--- src/rtl/multiple_seq.sv ---
// Load/store-multiple sequencer: accepts an LDM/STM/PUSH/POP request and issues
// one word transfer per cycle in ascending register order, then a base writeback.
module multiple_seq (
  input  logic        clk,
  input  logic        rst,
  input  logic        start,
  input  logic [1:0]  op,
  input  logic [8:0]  reg_list,
  input  logic [3:0]  base_idx,
  input  logic [31:0] base_val,
  output logic        busy,
  output logic        w_mem_en_from_multiple,
  output logic        w_reg_en_from_multiple,
  output logic [3:0]  addr_i,
  output logic [31:0] addr_dm_out,
  output logic [31:0] bit_count_number,
  output logic        base_wb_en,
  output logic [3:0]  base_wb_addr,
  output logic [31:0] base_wb_data,
  output logic        done
);

  localparam logic [1:0] OP_STM  = 2'b00;
  localparam logic [1:0] OP_LDM  = 2'b01;
  localparam logic [1:0] OP_PUSH = 2'b10;
  localparam logic [1:0] OP_POP  = 2'b11;

  typedef enum logic [1:0] {IDLE, XFER, FINISH} state_t;

  state_t      state_reg;
  logic        is_load_reg;
  logic [3:0]  base_idx_reg;
  logic [15:0] list_reg;          // transfers still pending after the current one
  logic [31:0] addr_reg;          // address of the next pending transfer
  logic [31:0] final_base_reg;
  logic        wb_pending_reg;

  logic        mem_en_reg;
  logic        reg_en_reg;
  logic [3:0]  addr_i_reg;
  logic [31:0] addr_dm_reg;
  logic [31:0] bit_count_reg;
  logic        wb_en_reg;
  logic [3:0]  wb_addr_reg;
  logic [31:0] wb_data_reg;
  logic        done_reg;

  logic [8:0]  masked_list;
  logic [15:0] mapped_list;
  logic [3:0]  start_cnt;
  logic [31:0] start_span;
  logic [31:0] start_addr;
  logic [31:0] start_final;
  logic        start_wb_en;
  logic [3:0]  first_idx;
  logic [15:0] first_rest;
  logic [3:0]  next_idx;
  logic [15:0] next_rest;

  function automatic logic [3:0] lowest_idx(input logic [15:0] m);
    lowest_idx = 4'd0;
    for (int i = 15; i >= 0; i--) begin
      if (m[i]) lowest_idx = 4'(i);
    end
  endfunction

  function automatic logic [3:0] popcount9(input logic [8:0] m);
    popcount9 = 4'd0;
    for (int i = 0; i < 9; i++) begin
      popcount9 = popcount9 + {3'd0, m[i]};
    end
  endfunction

  // Bit 8 is only meaningful for PUSH (LR) and POP (PC).
  assign masked_list = op[1] ? reg_list : {1'b0, reg_list[7:0]};

  genvar gi;
  generate
    for (gi = 0; gi < 8; gi++) begin : g_low_regs
      assign mapped_list[gi] = masked_list[gi];
    end
  endgenerate
  assign mapped_list[13:8] = 6'd0;
  assign mapped_list[14]   = (op == OP_PUSH) && masked_list[8];
  assign mapped_list[15]   = (op == OP_POP)  && masked_list[8];

  always_comb begin
    start_cnt   = popcount9(masked_list);
    start_span  = {26'd0, start_cnt, 2'b00};
    start_addr  = (op == OP_PUSH) ? (base_val - start_span) : base_val;
    start_final = (op == OP_PUSH) ? (base_val - start_span) : (base_val + start_span);
    // LDM that loads its own base keeps the loaded value.
    start_wb_en = (start_cnt != 4'd0) &&
                  !((op == OP_LDM) && !base_idx[3] && masked_list[base_idx[2:0]]);
    first_idx   = lowest_idx(mapped_list);
    first_rest  = mapped_list & (mapped_list - 16'd1);
    next_idx    = lowest_idx(list_reg);
    next_rest   = list_reg & (list_reg - 16'd1);
  end

  always_ff @(posedge clk) begin
    if (rst) begin
      state_reg      <= IDLE;
      is_load_reg    <= 1'b0;
      base_idx_reg   <= 4'd0;
      list_reg       <= 16'd0;
      addr_reg       <= 32'd0;
      final_base_reg <= 32'd0;
      wb_pending_reg <= 1'b0;
      mem_en_reg     <= 1'b0;
      reg_en_reg     <= 1'b0;
      addr_i_reg     <= 4'd0;
      addr_dm_reg    <= 32'd0;
      bit_count_reg  <= 32'd0;
      wb_en_reg      <= 1'b0;
      wb_addr_reg    <= 4'd0;
      wb_data_reg    <= 32'd0;
      done_reg       <= 1'b0;
    end else begin
      mem_en_reg  <= 1'b0;
      reg_en_reg  <= 1'b0;
      addr_i_reg  <= 4'd0;
      addr_dm_reg <= 32'd0;
      wb_en_reg   <= 1'b0;
      wb_addr_reg <= 4'd0;
      wb_data_reg <= 32'd0;
      done_reg    <= 1'b0;

      unique case (state_reg)
        IDLE: begin
          if (start) begin
            is_load_reg    <= op[0];
            base_idx_reg   <= base_idx;
            final_base_reg <= start_final;
            wb_pending_reg <= start_wb_en;
            bit_count_reg  <= {26'd0, start_cnt, 2'b00};
            if (start_cnt != 4'd0) begin
              state_reg   <= XFER;
              mem_en_reg  <= ~op[0];
              reg_en_reg  <= op[0];
              addr_i_reg  <= first_idx;
              addr_dm_reg <= start_addr;
              addr_reg    <= start_addr + 32'd4;
              list_reg    <= first_rest;
            end else begin
              state_reg   <= FINISH;
              list_reg    <= 16'd0;
              done_reg    <= 1'b1;
              wb_addr_reg <= base_idx;
              wb_data_reg <= start_final;
            end
          end
        end

        XFER: begin
          if (list_reg == 16'd0) begin
            state_reg   <= FINISH;
            done_reg    <= 1'b1;
            wb_en_reg   <= wb_pending_reg;
            wb_addr_reg <= base_idx_reg;
            wb_data_reg <= final_base_reg;
          end else begin
            mem_en_reg  <= ~is_load_reg;
            reg_en_reg  <= is_load_reg;
            addr_i_reg  <= next_idx;
            addr_dm_reg <= addr_reg;
            addr_reg    <= addr_reg + 32'd4;
            list_reg    <= next_rest;
          end
        end

        FINISH: begin
          state_reg <= IDLE;
        end

        default: begin
          state_reg <= IDLE;
        end
      endcase
    end
  end

  assign busy                   = (state_reg != IDLE);
  assign w_mem_en_from_multiple = mem_en_reg;
  assign w_reg_en_from_multiple = reg_en_reg;
  assign addr_i                 = addr_i_reg;
  assign addr_dm_out            = addr_dm_reg;
  assign bit_count_number       = bit_count_reg;
  assign base_wb_en             = wb_en_reg;
  assign base_wb_addr           = wb_addr_reg;
  assign base_wb_data           = wb_data_reg;
  assign done                   = done_reg;

endmodule

--- config.mk ---
export PLATFORM = sky130hd
export DESIGN_NAME = multiple_seq
export DESIGN_NICKNAME = d
export VERILOG_FILES = /design/src/rtl/multiple_seq.sv
export SDC_FILE = /design/constraint.sdc
export NUM_CORES = 1
export LEC_CHECK = 0
export BUFFER_PORTS_ARGS = -buffer_cell sky130_fd_sc_hd__buf_2
export CELL_PAD_IN_SITES_DETAIL_PLACEMENT = 2
export CELL_PAD_IN_SITES_GLOBAL_PLACEMENT = 2
export CORE_ASPECT_RATIO = 0.9
export CORE_UTILIZATION = 33
export CTS_CLUSTER_DIAMETER = 100
export DETAILED_ROUTE_END_ITERATION = 16
export MAX_ROUTING_LAYER = met4
export PLACE_DENSITY = 0.88
export SETUP_SLACK_MARGIN = 0.05
export SLEW_MARGIN = 40
export SYNTH_ARGS = -nofsm -noshare
export SYNTH_HDL_FRONTEND = slang
export SYNTH_SLANG_ARGS = --single-unit
--- constraint.sdc ---
create_clock -name clk -period 7.1 [get_ports clk]
set_input_delay 0.71 -clock clk [delete_from_list [all_inputs] [get_ports clk]]
set_output_delay 0.71 -clock clk [all_outputs]
set_load 0.05 [all_outputs]
==> reports/results.txt <==
clock slew at reported path FFs = 0.07 ns
critical setup path kind = in -> reg
yosys warns = 0
row count = 58
Non-Filler Instances = 1657
top-area cell type share of the netlist area = 35.20%
worst hold-check path type = reg -> reg
outcome = complete, no violations
clk buf depth = 2
Via density = 5.619
# DRC = 0
Top Ports = 159
synth cell count leaders = nor2_1, dfxtp_1, nand2_1, a21oi_1, clkbuf_1
CTS sink cnt = 167
final core utilization = 38.60%
initial antenna violation count = 1
max-cap violations = 0
ys async rst share = 0%
Tcrit/Tclk final = 95.19%
initial DRC count = 383
Synth Cell Area = 9497 um^2
port bufs = 130
Internal = 0.002094 W
Area Overhead vs Synth = 14.16%
Final TNS setup = 0 ns
Seq pwr share = 32.1%
Fin. Hold Viols = 0
Setup Skew = 0.008402 ns
reg-to-reg startpoint = state_reg[0]
filler instances = 3278
combinational share of power = 43.0%
WP data arrival = 7.14 ns
Power per Cell Area = 353.1 nW/um^2
Slowest cell on crit path = fa_1
dominant cell type by area after synthesis = dfxtp_1
CP Capture Type = flip-flop
Clk pwr share = 24.9%
Routability Congestion = 0.9138
crit path launch type = input pin
die width = 180.8 um
layout cells sized above 1 = 18.29%
CP bufs+invs = 3
Worst Tran Pin Value = 0.8393 ns
grt ovf = 0
top-count cell post-synth = nor2_1
worst path cell trace = buf_2 > inv_1 > fa_1 > fa_1 > fa_1 > fa_1 > fa_1 > xor2_1 > inv_1 > ha_1 > o21ba_2 > o211ai_1 > nor3_1 > xnor2_1 > o21ai_0 > nand3_2 > nor3_1 > mux2_2 > a21oi_1
hpwl dp = 24640 um
Crit Path Max Fanout = 12
final slew viol count = 0
total CTS buffers = 17
Overall Global Routing Usage = 24.71%
largest net degree at the start of global routing = 63
Cell variety after synth = 85
Post-Route WL = 35070 um
Detailed Routing Iterations Pass 1 = 5
Mapped Cells = 1191
CP dominant cell by count = fa_1
reg2reg setup slack = 3.44 ns
H-tree Lvls = 4
Post-DRT Antenna Nets = 0
final-stage net count = 1354
Starting Density = 33.81%
Setup violations, final = 0
placed instance count = 1623
Rel. slew slack = 43.57%
Hold Buf Count CTS = 0
#FFs+latches synth = 167
Die ar. = 29460 um^2
worst skew pair latency = 0.45 ns
Synth area leaders = dfxtp_1, nor2_1, a21oi_1
Post-synth EDFFs = 0
Top delay family on crit path = adder cells
Crit. Startpoint = reg_list[0]
worst IR drop on VDD = 0.0001731 V
unrepaired setup endpoints after global routing = true
Final min period = 6.759 ns
vias = 9310
wire per inst = 21.16 um
Syn Area/Cell = 7.974 um^2
Hold Crit Start = final_base_reg[31]
Leak = 4.319 nW
Clock Root Buffer = clkbuf_16
CORE AREA = 28080 um^2
global-route wire length before repair = 55460 um
Seq/Total Area, Yosys = 35.20%
slowest stage delay, CP = 0.54 ns
vias in the first global route = 10080
Max Fclk = 148.0 MHz
sw power = 0.001734 W
TritonCTS clock tree = yes
Net Sw Frac = 45.29%
Req. time, crit path = 7.48 ns
top_reg_cell synth = dfxtp_1
die height = 162.9 um
[layer usage]
metal	vias to the layer above	track usage (%)	wire length, um
met5	-	-	0
met4	0	9.907	920
met2	234	42.66	17600
met3	63	3.936	1431
met1	4690	28.69	15110
li1	4323	-	-
[cells by family after synthesis]
kind of cell,after synthesis,synth area share [%]
and+or+nand+nor,482,24.65
AOI/OAI and AO/OA,304,20.90
DFF,167,35.20
buffers and inverters,143,8.735
xor gates and xnor gates,62,5.718
adders and majority gates,21,3.320
muxes,11,1.436
other,1,0.03949
[power groups by stage]
stage,logic [W],clock network (W),registers (W)
4_1_cts,0.00164,0.000977,0.00123
5_1_grt,0.00178,0.00101,0.00125
6_report,0.00165,0.000952,0.00123
2_1_floorplan,0.000979,0,0.00144
3_5_place_dp,0.00162,0,0.00125
3_3_place_gp,0.00155,0,0.00123
[worst reg2reg max path, cell delays in order, from the launching register on]
cell and delay [ns]:
dfxtp_1 0.36, nor2b_4 0.16, buf_4 0.51, nand2_1 0.17
o21ai_0 0.19, ha_1 0.34, o2111ai_1 0.25, nor4_2 0.43
nand4b_1 0.23, buf_4 0.21, nor4b_2 0.29, mux2i_1 0.27
a311oi_2 0.11
[area by class of cell]
type	count	area, um^2	share of cell area (%)
Multi-Input combinational cell	908	5479	50.54
Antenna cell	1	2.502	0.02308
Clock inverter	15	153.9	1.420
Timing Repair Buffer	156	863.3	7.963
Inverter	33	123.9	1.143
Tap cell	360	450.4	4.155
Clock buffer	17	425.4	3.924
Sequential cell	167	3343	30.84
[through the flow]
step | hold slack (ns) | power [W] | instance area, um^2 | worst slack (ns)
2_1_floorplan | 0.4321 | 0.002422 | 9598 | 0.8429
4_1_cts | 0.4630 | 0.003847 | 10800 | 0.2826
3_3_place_gp | 0.4412 | 0.002789 | 10210 | 0.2836
3_5_place_dp | 0.4509 | 0.002862 | 10220 | -0.06956
6_report | 0.4578 | 0.003828 | 10840 | 0.3413
5_1_grt | 0.4895 | 0.004032 | 10840 | 0.03503
[worst paths after layout]
kind | endpoint | cells after the start
max | addr_reg[25] | 19
min | final_base_reg[31] | 2
max reg2reg | addr_reg[26] | 12
min reg2reg | final_base_reg[31] | 2
[placed cells by master (no fill, tap or decap), types with 11 or more instances in the layout]
cell and instances:
dfxtp_1 167, nor2_1 166, nand2_1 132, buf_2 130, a21oi_1 108, xnor2_1 39
a22oi_1 39, o21ai_0 37, nor3_1 37, inv_1 33, conb_1 28, buf_4 25
xor2_1 23, a211oi_1 22, nand3_1 20, nor4_1 19, clkbuf_16 18, a31oi_1 17
and2_1 14, ha_1 14, o211ai_1 12, or3_1 11
[what timing repair did]
item,CTS,global route
endpoints found under the setup margin,0,6
gates resized for setup,0,2
buffers inserted,0,0
No activity file was read; power rests on OpenSTA's default activity.
